===== src/rtl/mem_txn_tracker.sv =====
// Generic FIFO: extra pointer bit tells full from empty; no write-to-read bypass.
// Latency: a pushed entry is visible at the head on the cycle after the push.
// Backpressure: push is refused only when full with no pop in the same cycle; pop on empty is ignored.
module mem_txn_fifo #(
    parameter int WIDTH = 8,
    parameter int DEPTH = 4
) (
    input  logic             clk,
    input  logic             rst_n,
    input  logic             push_i,
    input  logic [WIDTH-1:0] push_dat_i,
    input  logic             pop_i,
    output logic [WIDTH-1:0] head_dat_o,
    output logic             full_o,
    output logic             empty_o
);
    localparam int AW = $clog2(DEPTH);

    logic [AW:0]      wr_ptr_q, wr_ptr_d;
    logic [AW:0]      rd_ptr_q, rd_ptr_d;
    logic [WIDTH-1:0] mem_q [DEPTH];
    logic             push_ok;
    logic             pop_ok;

    assign empty_o    = (wr_ptr_q == rd_ptr_q);
    assign full_o     = (wr_ptr_q[AW] != rd_ptr_q[AW]) &&
                        (wr_ptr_q[AW-1:0] == rd_ptr_q[AW-1:0]);
    assign pop_ok     = pop_i && !empty_o;
    // A full FIFO still takes a push when the head leaves in the same cycle.
    assign push_ok    = push_i && (!full_o || pop_ok);
    assign head_dat_o = mem_q[rd_ptr_q[AW-1:0]];

    // Pointer advance; wraps naturally modulo 2*DEPTH.
    always_comb begin
        wr_ptr_d = wr_ptr_q;
        rd_ptr_d = rd_ptr_q;
        if (push_ok) wr_ptr_d = wr_ptr_q + 1'b1;
        if (pop_ok)  rd_ptr_d = rd_ptr_q + 1'b1;
    end

    // Pointer registers.
    always_ff @(posedge clk or negedge rst_n) begin
        if (!rst_n) begin
            wr_ptr_q <= '0;
            rd_ptr_q <= '0;
        end else begin
            wr_ptr_q <= wr_ptr_d;
            rd_ptr_q <= rd_ptr_d;
        end
    end

    // Storage needs no reset: nothing is read past the pointers.
    always_ff @(posedge clk) begin
        if (push_ok) mem_q[wr_ptr_q[AW-1:0]] <= push_dat_i;
    end
endmodule

// Tracks data-memory ops from decode through grant to in-order response, emitting timestamped records.
// Latency: rvalid at cycle N gives rec_valid at N+1; a marker gives repeat_detected at N+1.
// Backpressure: rec_ready low holds the head record; completions into a full record FIFO are dropped and flagged.
module mem_txn_tracker #(
    parameter int DATA_ADDR_WIDTH = 32,
    parameter int TAG_WIDTH       = 8,
    parameter int INSTR_DEPTH     = 8,
    parameter int MAX_OUTSTANDING = 4,
    parameter int OUT_DEPTH       = 4
) (
    input  logic                       clk,
    input  logic                       rst_n,
    input  logic [31:0]                counter,
    input  logic                       enable,
    input  logic                       instr_valid,
    input  logic                       instr_is_mem,
    input  logic                       instr_marker,
    input  logic [TAG_WIDTH-1:0]       instr_tag,
    input  logic                       data_mem_req,
    input  logic                       data_mem_gnt,
    input  logic                       data_mem_we,
    input  logic                       data_mem_rvalid,
    input  logic [DATA_ADDR_WIDTH-1:0] data_mem_addr,
    output logic                       rec_valid,
    input  logic                       rec_ready,
    output logic [TAG_WIDTH-1:0]       rec_tag,
    output logic [DATA_ADDR_WIDTH-1:0] rec_addr,
    output logic                       rec_we,
    output logic [31:0]                rec_start,
    output logic [31:0]                rec_end,
    output logic                       repeat_detected,
    output logic                       err_overflow,
    output logic                       err_orphan_gnt,
    output logic                       err_spurious_rvalid
);
    typedef enum logic [1:0] {ST_IDLE, ST_TRACK, ST_DRAIN} state_e;

    typedef struct packed {
        logic [TAG_WIDTH-1:0]       tag;
        logic [DATA_ADDR_WIDTH-1:0] addr;
        logic                       we;
        logic [31:0]                start;
    } txn_t;

    typedef struct packed {
        txn_t        txn;
        logic [31:0] stop;
    } rec_t;

    state_e state_q, state_d;
    logic   rep_q, rep_d;
    logic   ovf_q, ovf_d;
    logic   orph_q, orph_d;
    logic   spur_q, spur_d;

    logic                 ins_full, ins_empty;
    logic                 ost_full, ost_empty;
    logic                 rec_full, rec_empty;
    logic [TAG_WIDTH-1:0] ins_head;
    txn_t                 ost_in, ost_head;
    rec_t                 rec_in, rec_head, rec_out;

    logic active, grant, grant_ok, rsp, ost_pop, rec_pop, ins_push;

    // Bus activity is only tracked outside IDLE; IDLE always has empty FIFOs.
    assign active   = (state_q != ST_IDLE);
    assign grant    = active && data_mem_req && data_mem_gnt;
    assign rsp      = active && data_mem_rvalid;
    assign rec_pop  = !rec_empty && rec_ready;
    // Emptiness is judged at cycle start, so a same-cycle grant never answers this rvalid.
    assign ost_pop  = rsp && !ost_empty;
    assign grant_ok = grant && !ins_empty && (!ost_full || ost_pop);
    assign ins_push = (state_q == ST_TRACK) && instr_valid && instr_is_mem && !instr_marker;

    assign ost_in.tag   = ins_head;
    assign ost_in.addr  = data_mem_addr;
    assign ost_in.we    = data_mem_we;
    assign ost_in.start = counter;
    assign rec_in.txn   = ost_head;
    assign rec_in.stop  = counter;

    mem_txn_fifo #(.WIDTH(TAG_WIDTH), .DEPTH(INSTR_DEPTH)) u_ins_fifo (
        .clk(clk), .rst_n(rst_n),
        .push_i(ins_push), .push_dat_i(instr_tag), .pop_i(grant_ok),
        .head_dat_o(ins_head), .full_o(ins_full), .empty_o(ins_empty)
    );

    mem_txn_fifo #(.WIDTH($bits(txn_t)), .DEPTH(MAX_OUTSTANDING)) u_ost_fifo (
        .clk(clk), .rst_n(rst_n),
        .push_i(grant_ok), .push_dat_i(ost_in), .pop_i(ost_pop),
        .head_dat_o(ost_head), .full_o(ost_full), .empty_o(ost_empty)
    );

    mem_txn_fifo #(.WIDTH($bits(rec_t)), .DEPTH(OUT_DEPTH)) u_rec_fifo (
        .clk(clk), .rst_n(rst_n),
        .push_i(ost_pop), .push_dat_i(rec_in), .pop_i(rec_pop),
        .head_dat_o(rec_head), .full_o(rec_full), .empty_o(rec_empty)
    );

    // Fields read as zero whenever no record is presented.
    assign rec_out   = rec_empty ? '0 : rec_head;
    assign rec_valid = !rec_empty;
    assign rec_tag   = rec_out.txn.tag;
    assign rec_addr  = rec_out.txn.addr;
    assign rec_we    = rec_out.txn.we;
    assign rec_start = rec_out.txn.start;
    assign rec_end   = rec_out.stop;

    assign repeat_detected     = rep_q;
    assign err_overflow        = ovf_q;
    assign err_orphan_gnt      = orph_q;
    assign err_spurious_rvalid = spur_q;

    // Mode sequencing: DRAIN finishes queued work before dropping to IDLE.
    always_comb begin
        state_d = state_q;
        unique case (state_q)
            ST_IDLE:  if (enable) state_d = ST_TRACK;
            ST_TRACK: if (!enable) state_d = ST_DRAIN;
            ST_DRAIN: begin
                if (enable)                       state_d = ST_TRACK;
                else if (ins_empty && ost_empty)  state_d = ST_IDLE;
            end
            default:  state_d = ST_IDLE;
        endcase
    end

    // Marker pulse and sticky error accumulation.
    always_comb begin
        rep_d  = active && instr_valid && instr_marker;
        ovf_d  = ovf_q
               || (ins_push && ins_full && !grant_ok)
               || (ost_pop && rec_full && !rec_pop);
        orph_d = orph_q || (grant && !grant_ok);
        spur_d = spur_q || (rsp && ost_empty);
    end

    // State, pulse and error registers.
    always_ff @(posedge clk or negedge rst_n) begin
        if (!rst_n) begin
            state_q <= ST_IDLE;
            rep_q   <= 1'b0;
            ovf_q   <= 1'b0;
            orph_q  <= 1'b0;
            spur_q  <= 1'b0;
        end else begin
            state_q <= state_d;
            rep_q   <= rep_d;
            ovf_q   <= ovf_d;
            orph_q  <= orph_d;
            spur_q  <= spur_d;
        end
    end
endmodule


===== config.mk =====
export PLATFORM = sky130hd
export DESIGN_NAME = mem_txn_tracker
export DESIGN_NICKNAME = d
export VERILOG_FILES = /design/src/rtl/mem_txn_tracker.sv
export SDC_FILE = /design/constraint.sdc
export NUM_CORES = 1
export LEC_CHECK = 0
export BUFFER_PORTS_ARGS = -buffer_cell sky130_fd_sc_hd__buf_2
export CORE_AREA = 2 2 280 282
export CTS_CLUSTER_DIAMETER = 100
export DETAILED_ROUTE_END_ITERATION = 7
export DIE_AREA = 0 0 282 284
export PLACE_DENSITY = 0.63
export SLEW_MARGIN = 15
export SYNTH_ARGS = -nofsm -noshare
export SYNTH_HDL_FRONTEND = slang
export SYNTH_HIERARCHICAL = 1
export SYNTH_SLANG_ARGS = --single-unit
export TNS_END_PERCENT = 20

===== constraint.sdc =====
create_clock -name clk -period 6.9 [get_ports clk]
set_clock_uncertainty 0.1 [all_clocks]
set_input_delay 1.035 -clock clk [delete_from_list [all_inputs] [get_ports clk]]
set_output_delay 1.035 -clock clk [all_outputs]
set_load 0.05 [all_outputs]

# After elaboration in Yosys (flattened, before gate mapping)
# Memory sizes are Yosys's and may differ from the RTL's.
# Cells that the tools add are included.
# totals
regBits	26
ram_bits	776
in_bits	83
output_inout_bits	110
elab_cells	94
n_memories	3
# mem_list
memory	depth	width	rd	rd_clocked_by_memory_dff	wr	line_no	rtl
u_rec_fifo.mem_q	4	105	1	0	1	21	logic [WIDTH-1:0] mem_q [DEPTH];
u_ost_fifo.mem_q	4	73	1	0	1	21	
u_ins_fifo.mem_q	8	8	1	0	1	21	
# op_classes
n_addsub	6
eq_ne	14
mux	12
reduce_logical	48
# ops
operator	count
$mux W105	1
$logic_and A1 B1 Y1	28
$add A3 B1 Y3 const B	4
$eq A3 B3 Y1	3
$logic_not A1 Y1	9
$add A4 B1 Y4 const B	2
$logic_or A1 B1 Y1	8
$mux W2	4
$mux W1	6
$pmux W2 S3	1
$eq A2 B2 Y1	2
$eq A4 B4 Y1	1
$ne A2 B2 Y1 const B	2
$ne A1 B1 Y1	3
$ne A3 B3 Y1 const B	1
$reduce_and A3 Y1	1
$eq A2 B1 Y1 const B	1
$eq A2 B2 Y1 const B	1
$logic_not A2 Y1	1
$reduce_bool A2 Y1	1

# Depth between registers and ports, before layout
# Gate-level depths: netlist of the first run.
# depth
word_depth	10
ltp_mapped	11
depth_no_buf	8

# Modules after synthesis
# Netlist of the first run, hierarchy kept.
# modules_own_cells
mod	instances	cells_per_inst	area_per_inst_um2	seq_area_each_um2
mem_txn_fifo at u_rec_fifo	1	595	15563.7	12762.2
mem_txn_fifo at u_ost_fifo	1	428	10946.7	8918.6
mem_txn_fifo at u_ins_fifo	1	151	2987.9	2122.0
mem_txn_tracker	1	145	1008.5	150.1

# Worst setup path before layout of the first run
# Ideal clock, no wire load.
# synth_path
path_type	register to register
from	register u_rec_fifo.rd_ptr_q[1]
to	memory u_rec_fifo/mem_q[1][0] (netlist bit), enable pin
setup_ns	0.477
arrival_time_ns	4.035
required_time_ns	6.323
path_slack_ns	2.288
path_stages_with_launch	9
n_path_buf	3
period_less_slack_ns	4.612
cell_sequence	dfrtp_1 > buf_2 > xor2_1 > buf_2 > nor3_1 > nor2b_1 > clkbuf_2 > or4_4 > and3_1
# synth_via
elab_chain_cells	8
elab_cells_between_ends	11
classes_between	2 x eq/ne; 2 x mux; 7 x reduce/logical
# synth_lines
element	line_no	rtl
start, declared	20	logic [AW:0] rd_ptr_q, rd_ptr_d;
start signal, assigned	48	rd_ptr_q <= rd_ptr_d;
$eq A3 B3 Y1	25	assign empty_o = (wr_ptr_q == rd_ptr_q);
via rec_empty	115	logic rec_full, rec_empty;
$logic_not A1 Y1	126	assign rec_pop = !rec_empty && rec_ready;
$logic_and A1 B1 Y1	126	
via rec_pop	120	logic active, grant, grant_ok, rsp, ost_pop, rec_pop, ins_push;
$logic_and A1 B1 Y1	28	assign pop_ok = pop_i && !empty_o;
$logic_or A1 B1 Y1	30	assign push_ok = push_i && (!full_o || pop_ok);
$logic_and A1 B1 Y1	30	
$mux W1	54	if (push_ok) mem_q[wr_ptr_q[AW-1:0]] <= push_dat_i;
$mux W1 (implied by the code)	54	
end, declared	21	
# The timed path passes the listed nets, and every way through them passes these cells.

# Worst setup path in the final report of the first run
# layout_path
from	register u_rec_fifo.rd_ptr_q[1]
to	output rec_start[0]
# layout_via
elab_chain_cells	2
elab_cells_between_ends	3
classes_between	1 x eq/ne; 1 x mux; 1 x memory
# layout_lines
element	line_no	rtl
$eq A3 B3 Y1	25	
via rec_empty	115	
$mux W105	158	assign rec_out = rec_empty ? '0 : rec_head;
end, declared	86	output logic [31:0] rec_start,
# The timed path passes the listed nets, and every way through them passes these cells.

==> run metrics, run 1 <==
share of cells above drive strength 1 0.346; Hold Crit Class in2async; post-DR vias/cell 5.11; DIE AREA 80100 sq um; hold_ws 348 ps; Max Freq 197 MHz; Synthesized Nets 1414; post-route ant nets 0; RSZ-0062 raised after global routing false; Startpoint Class flop; IO Pins 193; CP Max Fanout 73; final setup fails 0; status complete, no violations; Final Critical Period 5070 ps; Relative slew margins 0.268; fin nets 1650; Yosys warnings 6; Pwr Density between 400 and 500 nW/um^2; clock buffer depth 3; initial core utilization 0.396; Gate Count Post-Synth 1319; final period utilization 0.735; largest net degree at the start of global routing 78; Global Route Usage Sum 0.151; CP Capture Type output pin; final cell count without fillers 2652; critical path, cell by cell xor2_1, nor3_2, buf_4, buf_4, nor2b_1, buf_2; cts hold-fix bufs 0; Post-Route WL 60100 microns; wire per inst roughly 23 microns; HPWL after detailed placement approximately 35000 microns; Bufs and invs on worst path 3; cell leakage power ~11 nW; std cell rows 102; Clock Sinks 802; total CTS buffers 82; DIE HEIGHT 284 microns; worst reg-to-reg setup slack around 2300 ps; Port Buffers 192; vias in the first global route 14300; Design Area, Final 35200 sq um; total number of vias 13600; Mapped Area 30500 sq um; placed inst area 32700 sq um; DR DRC count 0; Slew @ Worst Pin 1100 ps; async set-reset flop share out of synthesis 0.0324; CP Data Required Time 5760 ps; CP delay by family, top buffers and inverters; htree depth 3; Die Span X approximately 280 microns; CTS tree yes; post-CTS sizing 0; register bit total from synthesis between 800 and 900; most common flop cell mapped by yosys edfxtp_1; Max IR drop VDD between 0.2 and 0.3 mV; clock latency on the worst-skew pair 610 ps; slowest cell delay on critical path ~970 ps; cell mode on critical path buf_4; synthesized area per cell 23.1 sq um; Area growth syn-to-layout 15.5%; post-synth cell types 52; core area 77000 sq um; Inst Count DP approximately 2500; GR Overflow Total 0; placer congestion estimate 0.709; first-pass GRT wire length 90200 microns; antenna violations before repair 10; final hold vios 0; Seq/Total Area, Yosys 0.785; Post CTS Setup Buffer Count 0; post-route setup TNS 0 ps; 1st-pass router iterations 5; Pwr Total 17.3 mW; Starting DRT DRC Count 950; Crit Path Category reg2out; EDFF count, synth ~780; clock root buffer clkbuf_16; Final Slew Violations 0; CP max-delay cell dfrtp_4; Reg clk slew, reported paths 60 ps; # Max-Cap Violations 0; Data arrival, critical path approximately 3900 ps
Yosys cell counts, drive strengths merged (3+ instances only):
cell | count | area [sq um]
clkbuf | 19 | 72.6
o311ai | 4 | 35.0
nand2 | 14 | 52.6
o211ai | 3 | 22.5
or4 | 5 | 41.3
nor3 | 11 | 55.1
dfrtp | 26 | 651
a21oi | 3 | 15.0
o21ai | 4 | 23.8
o41ai | 4 | 42.6
buf | 47 | 274
edfxtp | 776 | 23300
nand3 | 3 | 25.0
o31ai | 6 | 45.0
nor2 | 9 | 33.8
and3 | 7 | 43.8
mux2 | 14 | 158
xor2 | 7 | 68.8
ha | 12 | 150
inv | 9 | 33.8
nor4 | 3 | 18.8
mux4 | 194 | 4390
xnor2 | 12 | 120
nor2b | 107 | 669
layer usage:
metal,global-route usage,part of all wire
met4,0.0342,0.019
met5,0,0.00062
met1,0.199,0.42
met3,0.0302,0.046
met2,0.259,0.51
kinds of logic (layout without fill, tap and decap cells):
kind of cell / Yosys count / in the layout / share of synthesized area
other cells: 0 / 1 / 0
simple gates: 169 / 169 / 0.0331
fa+ha+maj: 12 / 12 / 0.00492
buf+inv: 75 / 367 / 0.0125
compound gates: 34 / 34 / 0.00919
flops: 802 / 802 / 0.785
xor+xnor: 19 / 19 / 0.00619
mux: 208 / 208 / 0.149
power by group:
group,switching (mW),internal [mW],total [mW]
Clock,1.78,2.43,4.21
Sequential,0.449,6.36,6.80
Combinational,4.26,1.98,6.24
Total,6.50,10.8,17.3
layout make-up:
type	instances	area (sq um)
sequential	802	24000
fill	6388	41700
tap	1040	1300
timing repair buffer	218	1160
antenna	1	2.50
clock inverter	43	432
clock buffer	97	2120
inverter	9	41.3
multi-input combinational	442	6210
per-stage QoR:
step	utilization	worst slack [ps]
6_report	0.458	1830
5_1_grt	0.458	1520
4_1_cts	0.458	1660
3_5_place_dp	0.425	2250
3_3_place_gp	0.425	2380
2_1_floorplan	-	2290
cell usage in the layout (no fill, tap or decap), types with 3 or more instances in the layout:
master | synthesis | final
ha_1 | 12 | 12
edfxtp_1 | 776 | 776
inv_1 | 9 | 7
mux4_2 | 189 | 189
clkinv_1 | 0 | 13
clkbuf_1 | 18 | 14
nor2b_1 | 107 | 107
o41ai_1 | 3 | 3
and3_4 | 0 | 6
nor3_1 | 11 | 10
mux2_2 | 12 | 12
inv_6 | 0 | 5
o211ai_1 | 3 | 3
a21oi_1 | 3 | 3
clkinv_2 | 0 | 9
mux4_1 | 5 | 5
o311ai_0 | 3 | 3
xnor2_1 | 10 | 10
o31ai_1 | 6 | 6
dfrtp_4 | 0 | 4
or4_1 | 4 | 4
bufinv_16 | 0 | 6
nor2_1 | 9 | 9
xor2_1 | 6 | 6
buf_4 | 8 | 26
buf_2 | 30 | 192
clkbuf_16 | 0 | 82
clkinvlp_4 | 0 | 5
nand2_1 | 14 | 14
dfrtp_1 | 26 | 22
path summary, 6_finish.rpt:
path	start	end	depth (start not counted)
worst max-delay path	u_rec_fifo/rd_ptr_q[1]	rec_start[0]	6
worst min-delay path	rst_n	err_orphan_gnt	1
worst max register to register	u_rec_fifo/rd_ptr_q[1]	u_rec_fifo/mem_q[1][39]	6
worst min register to register	err_orphan_gnt	err_orphan_gnt	1
max in group asynchronous	rst_n	u_rec_fifo/rd_ptr_q[1]	1
min in group clk	err_orphan_gnt	err_orphan_gnt	1
state kept, by name, summed over array words and instances (netlist names):
register / count
u_rec_fifo/mem_q: 420
u_ost_fifo/mem_q: 292
u_ins_fifo/mem_q: 64
u_ins_fifo/rd_ptr_q: 4
u_ins_fifo/wr_ptr_q: 4
u_ost_fifo/rd_ptr_q: 3
u_ost_fifo/wr_ptr_q: 3
u_rec_fifo/rd_ptr_q: 3
u_rec_fifo/wr_ptr_q: 3
state_q: 2
err_orphan_gnt: 1
err_overflow: 1
err_spurious_rvalid: 1
repeat_detected: 1
No activity file was read; power rests on OpenSTA's default activity.
==> run 2: changes to the inputs <==
Settings changed: PLACE_DENSITY 0.63 to 0.65.
Clock period 6.9 ns to 4.4 ns, I/O delays scaled along.
==> run metrics, run 2 (same netlist as run 1, synthesis figures left out) <==
1st-pass router iterations 5 (unchanged); CP Capture Type output pin (unchanged); slowest cell delay on critical path 520 ps (was 970 ps); cell leakage power 11.7 nW (was 11.5 nW); area of the multi-input gates 6210 sq um (about the same); Bufs and invs on worst path 3 (unchanged); final critical-path setup slack 729 ps (was 1830 ps); RSZ-0062 raised after global routing false (unchanged); Crit Path Category reg2out (unchanged); max FFs per register 420 (unchanged); placer congestion estimate 0.708 (was 0.709); Final Critical Period 3670 ps; # Max-Cap Violations 0 (unchanged); Post CTS Setup Buffer Count 0 (unchanged); Slew @ Worst Pin 929 ps (was 1100 ps); vias in the first global route 14500 (was 14300); IO Pins 193 (unchanged); Post-Route WL 59400 microns (was 60100 microns); most frequent cells in the layout edfxtp_1, buf_2, mux4_2 (unchanged); Pwr Total 27.3 mW (was 17.3 mW); CTS tree yes (unchanged); core area 77000 sq um (unchanged); status complete, no violations (unchanged); final setup fails 0 (unchanged); std cell rows 102 (unchanged); antenna violations before repair 6 (was 10); Max IR drop VDD 0.500 mV (was 0.294 mV); Final Slew Violations 0 (unchanged); clock root buffer clkbuf_16 (unchanged); HPWL after detailed placement 34900 microns (was 35300 microns); CP Data Required Time 3640 ps (was 5760 ps); DR DRC count 0 (unchanged); final period utilization 0.834; post-route setup TNS 0 ps (unchanged); Clock Sinks 802 (unchanged); Reg clk slew, reported paths 60 ps (about the same); register area 24000 sq um (unchanged); final hold vios 0 (unchanged); Port Buffers 192 (unchanged); CP max-delay cell dfrtp_4 (unchanged); placed inst area 33000 sq um (was 32700 sq um); total number of vias 13700 (was 13600); Pwr Density 767 nW/um^2 (was 490 nW/um^2); first-pass GRT wire length 89900 microns (was 90200 microns); share of cells above drive strength 1 0.354 (was 0.346); Startpoint Class flop (unchanged); Data arrival, critical path 2910 ps (was 3930 ps); dpl ws 827 ps (was 2250 ps); Area growth syn-to-layout 16.6% (was 15.5%); post-DR vias/cell 5.14 (was 5.11); total CTS buffers 84 (was 82); initial core utilization 0.396 (unchanged); GR Overflow Total 0 (unchanged); Global Route Usage Sum 0.151 (about the same); clock latency on the worst-skew pair 620 ps (was 610 ps); hold_ws 110 ps (was 348 ps); Max Freq 272 MHz; CP delay by family, top buffers and inverters (unchanged); CP Max Fanout 106 (was 73); DIE HEIGHT 284 microns (unchanged); post-route ant nets 0 (unchanged); Relative slew margins 0.381 (was 0.268); wire per inst 22.2 microns (was 22.6 microns); fin nets 1667 (was 1650); Hold Crit Class in2reg (was in2async); clock buffer depth 3 (unchanged); Design Area, Final 35600 sq um (was 35200 sq um); largest net degree at the start of global routing 110 (was 78); DIE AREA 80100 sq um (unchanged); htree depth 3 (unchanged); Filler cells 6321 (was 6388); critical path, cell by cell xor2_1, buf_4, nor3_2, buf_12, nor2b_1, buf_2 (was xor2_1, nor3_2, buf_4, buf_4, nor2b_1, buf_2); Starting DRT DRC Count 1082 (was 950); commonest non-fill, non-tap cell in the layout edfxtp_1 (unchanged); Die Span X 282 microns (unchanged)
-- run 2: power by group --
group	leakage (nW)	internal (mW)	switching, mW
Clock	1.29	3.87	2.83
Combinational	3.04	3.21	7.12
Sequential	7.33	9.96	0.302
-- run 2: metrics by stage --
stage               cells  utilization
CTS                  2675        0.462
floorplan            1319            -
finish               2676        0.462
global placement     2525        0.428
detailed placement   2525        0.428
global route         2676        0.462
-- run 2: final cells by class --
| class | count | share of cell area |
|---|---|---|
| Sequential cell | 802 | 0.674 |
| Multi-Input combinational cell | 442 | 0.174 |
| Clock buffer | 95 | 0.0602 |
| Timing Repair Buffer | 233 | 0.0406 |
| Tap cell | 1040 | 0.0366 |
| Clock inverter | 54 | 0.0133 |
| Inverter | 9 | 0.00116 |
| Antenna cell | 1 | 0.0000703 |
-- run 2: metal layers --
layer | GRT usage | wire, microns | vias to the layer above
met3 | 0.0270 | 2760 | 83
met1 | 0.196 | 24800 | 7347
li1 | - | - | 6000
met4 | 0.0436 | 1030 | 6
met5 | 0 | 46 | -
met2 | 0.259 | 30800 | 307
-- run 2: final timing paths --
kind	start	to	slack (ps)	depth (start not counted)
min	enable	state_q[1]	110	2
max	u_rec_fifo/rd_ptr_q[1]	rec_end[1]	730	6
max reg2reg	u_ost_fifo/rd_ptr_q[1]	u_ost_fifo/mem_q[2][8]	820	7
min reg2reg	err_spurious_rvalid	err_spurious_rvalid	370	1
max in group asynchronous	rst_n	u_rec_fifo/rd_ptr_q[0]	3190	2
min in group asynchronous	rst_n	u_ins_fifo/wr_ptr_q[3]	530	2
-- run 2: worst register-to-register path, cell delays in order (launching register included) --
cell and delay [ps]:
dfrtp_4 470, xor2_1 650, nor3_1 180, or2_4 320, inv_1 410, or4_1 250, and3_4 490, buf_12 330
-- run 2: repair_timing --
item,in CTS,in global routing
resized for setup,0,0
hold buffers,1,0
hold endpoints to repair,26,0
==> run 3: changes to the inputs <==
Settings changed: PLACE_DENSITY 0.65 to 0.63.
Clock period 4.4 ns to 3.7 ns, I/O delays scaled along.
==> run metrics, run 3 (same netlist as run 1, synthesis figures left out) <==
htree depth 3 (unchanged); initial core utilization 0.396 (unchanged); fin nets 1671 (was 1667); RSZ-0062 raised after global routing false (unchanged); Relative slew margins 0.264 (was 0.381); final period utilization 0.908; commonest non-fill, non-tap cell in the layout edfxtp_1 (unchanged); placer congestion estimate 0.759 (was 0.708); share of cells above drive strength 1 0.352 (was 0.354); # Max-Cap Violations 0 (unchanged); Max IR drop VDD 0.640 mV (was 0.500 mV); Pwr Density 917 nW/um^2 (was 767 nW/um^2); largest net degree at the start of global routing 108 (was 110); Slew @ Worst Pin 1100 ps (was 929 ps); first-pass GRT wire length 91900 microns (was 89900 microns); DIE AREA 80100 sq um (unchanged); core area 77000 sq um (unchanged); cell leakage power 11.7 nW (about the same); Final Slew Violations 0 (unchanged); clock latency on the worst-skew pair 630 ps (was 620 ps); post-route ant nets 0 (unchanged); CP Capture Type flop (was output pin); Starting DRT DRC Count 876 (was 1082); IO Pins 193 (unchanged); Hold Crit Class in2reg (unchanged); Area growth syn-to-layout 17.1% (was 16.6%); final critical-path setup slack 341 ps (was 729 ps); most frequent cells in the layout edfxtp_1, buf_2, mux4_2 (unchanged); Pwr Total 32.8 mW (was 27.3 mW); Post CTS Setup Buffer Count 0 (unchanged); Die Span X 282 microns (unchanged); Max Freq 298 MHz; std cell rows 102 (unchanged); Reg clk slew, reported paths 60 ps (about the same); 1st-pass router iterations 5 (unchanged); Final Critical Period 3360 ps; hold_ws 37.1 ps (was 110 ps); HPWL after detailed placement 35100 microns (was 34900 microns); Clock Sinks 802 (unchanged); post-CTS sizing 0 (unchanged); post-DR vias/cell 5.12 (was 5.14); vias in the first global route 14700 (was 14500); CP Data Required Time 3840 ps (was 3640 ps); Post-Route WL 61400 microns (was 59400 microns); clock root buffer clkbuf_16 (unchanged); clock buffer depth 3 (unchanged); wire per inst 22.9 microns (was 22.2 microns); dpl ws 337 ps (was 827 ps); total number of vias 13700 (about the same); cts hold-fix bufs 7 (was 1); CTS tree yes (unchanged); DIE HEIGHT 284 microns (unchanged); Design Area, Final 35700 sq um (was 35600 sq um); status complete, no violations (unchanged); final setup fails 0 (unchanged); final hold vios 0 (unchanged); GR Overflow Total 0 (unchanged); total CTS buffers 82 (was 84); CP Max Fanout 11 (was 106); Port Buffers 192 (unchanged); max FFs per register 420 (unchanged); Filler cells 6315 (was 6321); antenna violations before repair 7 (was 6); DR DRC count 0 (unchanged); placed inst area 33000 sq um (unchanged); Startpoint Class flop (unchanged); Data arrival, critical path 3490 ps (was 2910 ps); Global Route Usage Sum 0.154 (was 0.151); Crit Path Category reg2reg (was reg2out)
-- run 3: cell count changes in the layout (fill, tap and decap cells not counted), moves of 3 or more --
cell and change:
clkinv_8 -3, bufinv_16 +3, clkbuf_1 +5, clkinv_2 -9, clkinv_1 -4, clkinv_4 -3
dlygate4sd3_1 +6
-- run 3: critical path: stages (launching register included) --
cell	delay, ps
dfrtp_1	450
xor2_1	330
nor3_1	130
or2_4	290
a211oi_4	410
buf_4	250
o31ai_1	150
nor3_1	870
-- run 3: path summary, 6_finish.rpt --
kind	slack (ps)	cells past startpoint	endpoint	startpoint
setup / recovery	340	7	u_ins_fifo/mem_q[5][6]	u_ost_fifo/wr_ptr_q[2]
setup reg to reg	340	7	u_ins_fifo/mem_q[5][6]	u_ost_fifo/wr_ptr_q[2]
max in group asynchronous	2550	2	u_ost_fifo/rd_ptr_q[0]	rst_n
min in group asynchronous	440	2	u_rec_fifo/wr_ptr_q[0]	rst_n
hold reg to reg	370	1	err_orphan_gnt	err_orphan_gnt
hold / removal	40	1	u_ost_fifo/mem_q[1][55]	data_mem_addr[22]
-- run 3: where the power goes --
group	internal (mW)	switching (mW)	total [mW]
combinational	3.88	8.48	12.4
sequential	11.8	0.377	12.2
clock	4.82	3.37	8.19
-- run 3: layout make-up --
class	count	area, sq um	area share
well taps	1040	1300	0.0364
multi-input cells	442	6220	0.174
clock inverters	44	526	0.0147
inverters	9	41.3	0.00116
diodes	1	2.50	0.0000700
repair buffers	239	1510	0.0422
flip-flops and latches	802	24000	0.671
clock buffers	101	2160	0.0606
-- run 3: layer usage --
layer | global-route usage | share of wire
met2 | 0.272 | 0.53
met1 | 0.192 | 0.40
met4 | 0.0495 | 0.023
met3 | 0.0285 | 0.046
met5 | 0 | 0.00047
-- run 3: per-stage QoR --
stage	util	std cells	TNS, ps
after floorplan	-	1319	-268970
after CTS	0.464	2677	0
after detailed placement	0.428	2525	0
after global placement	0.428	2525	0
final	0.464	2678	0
after global routing	0.464	2678	0
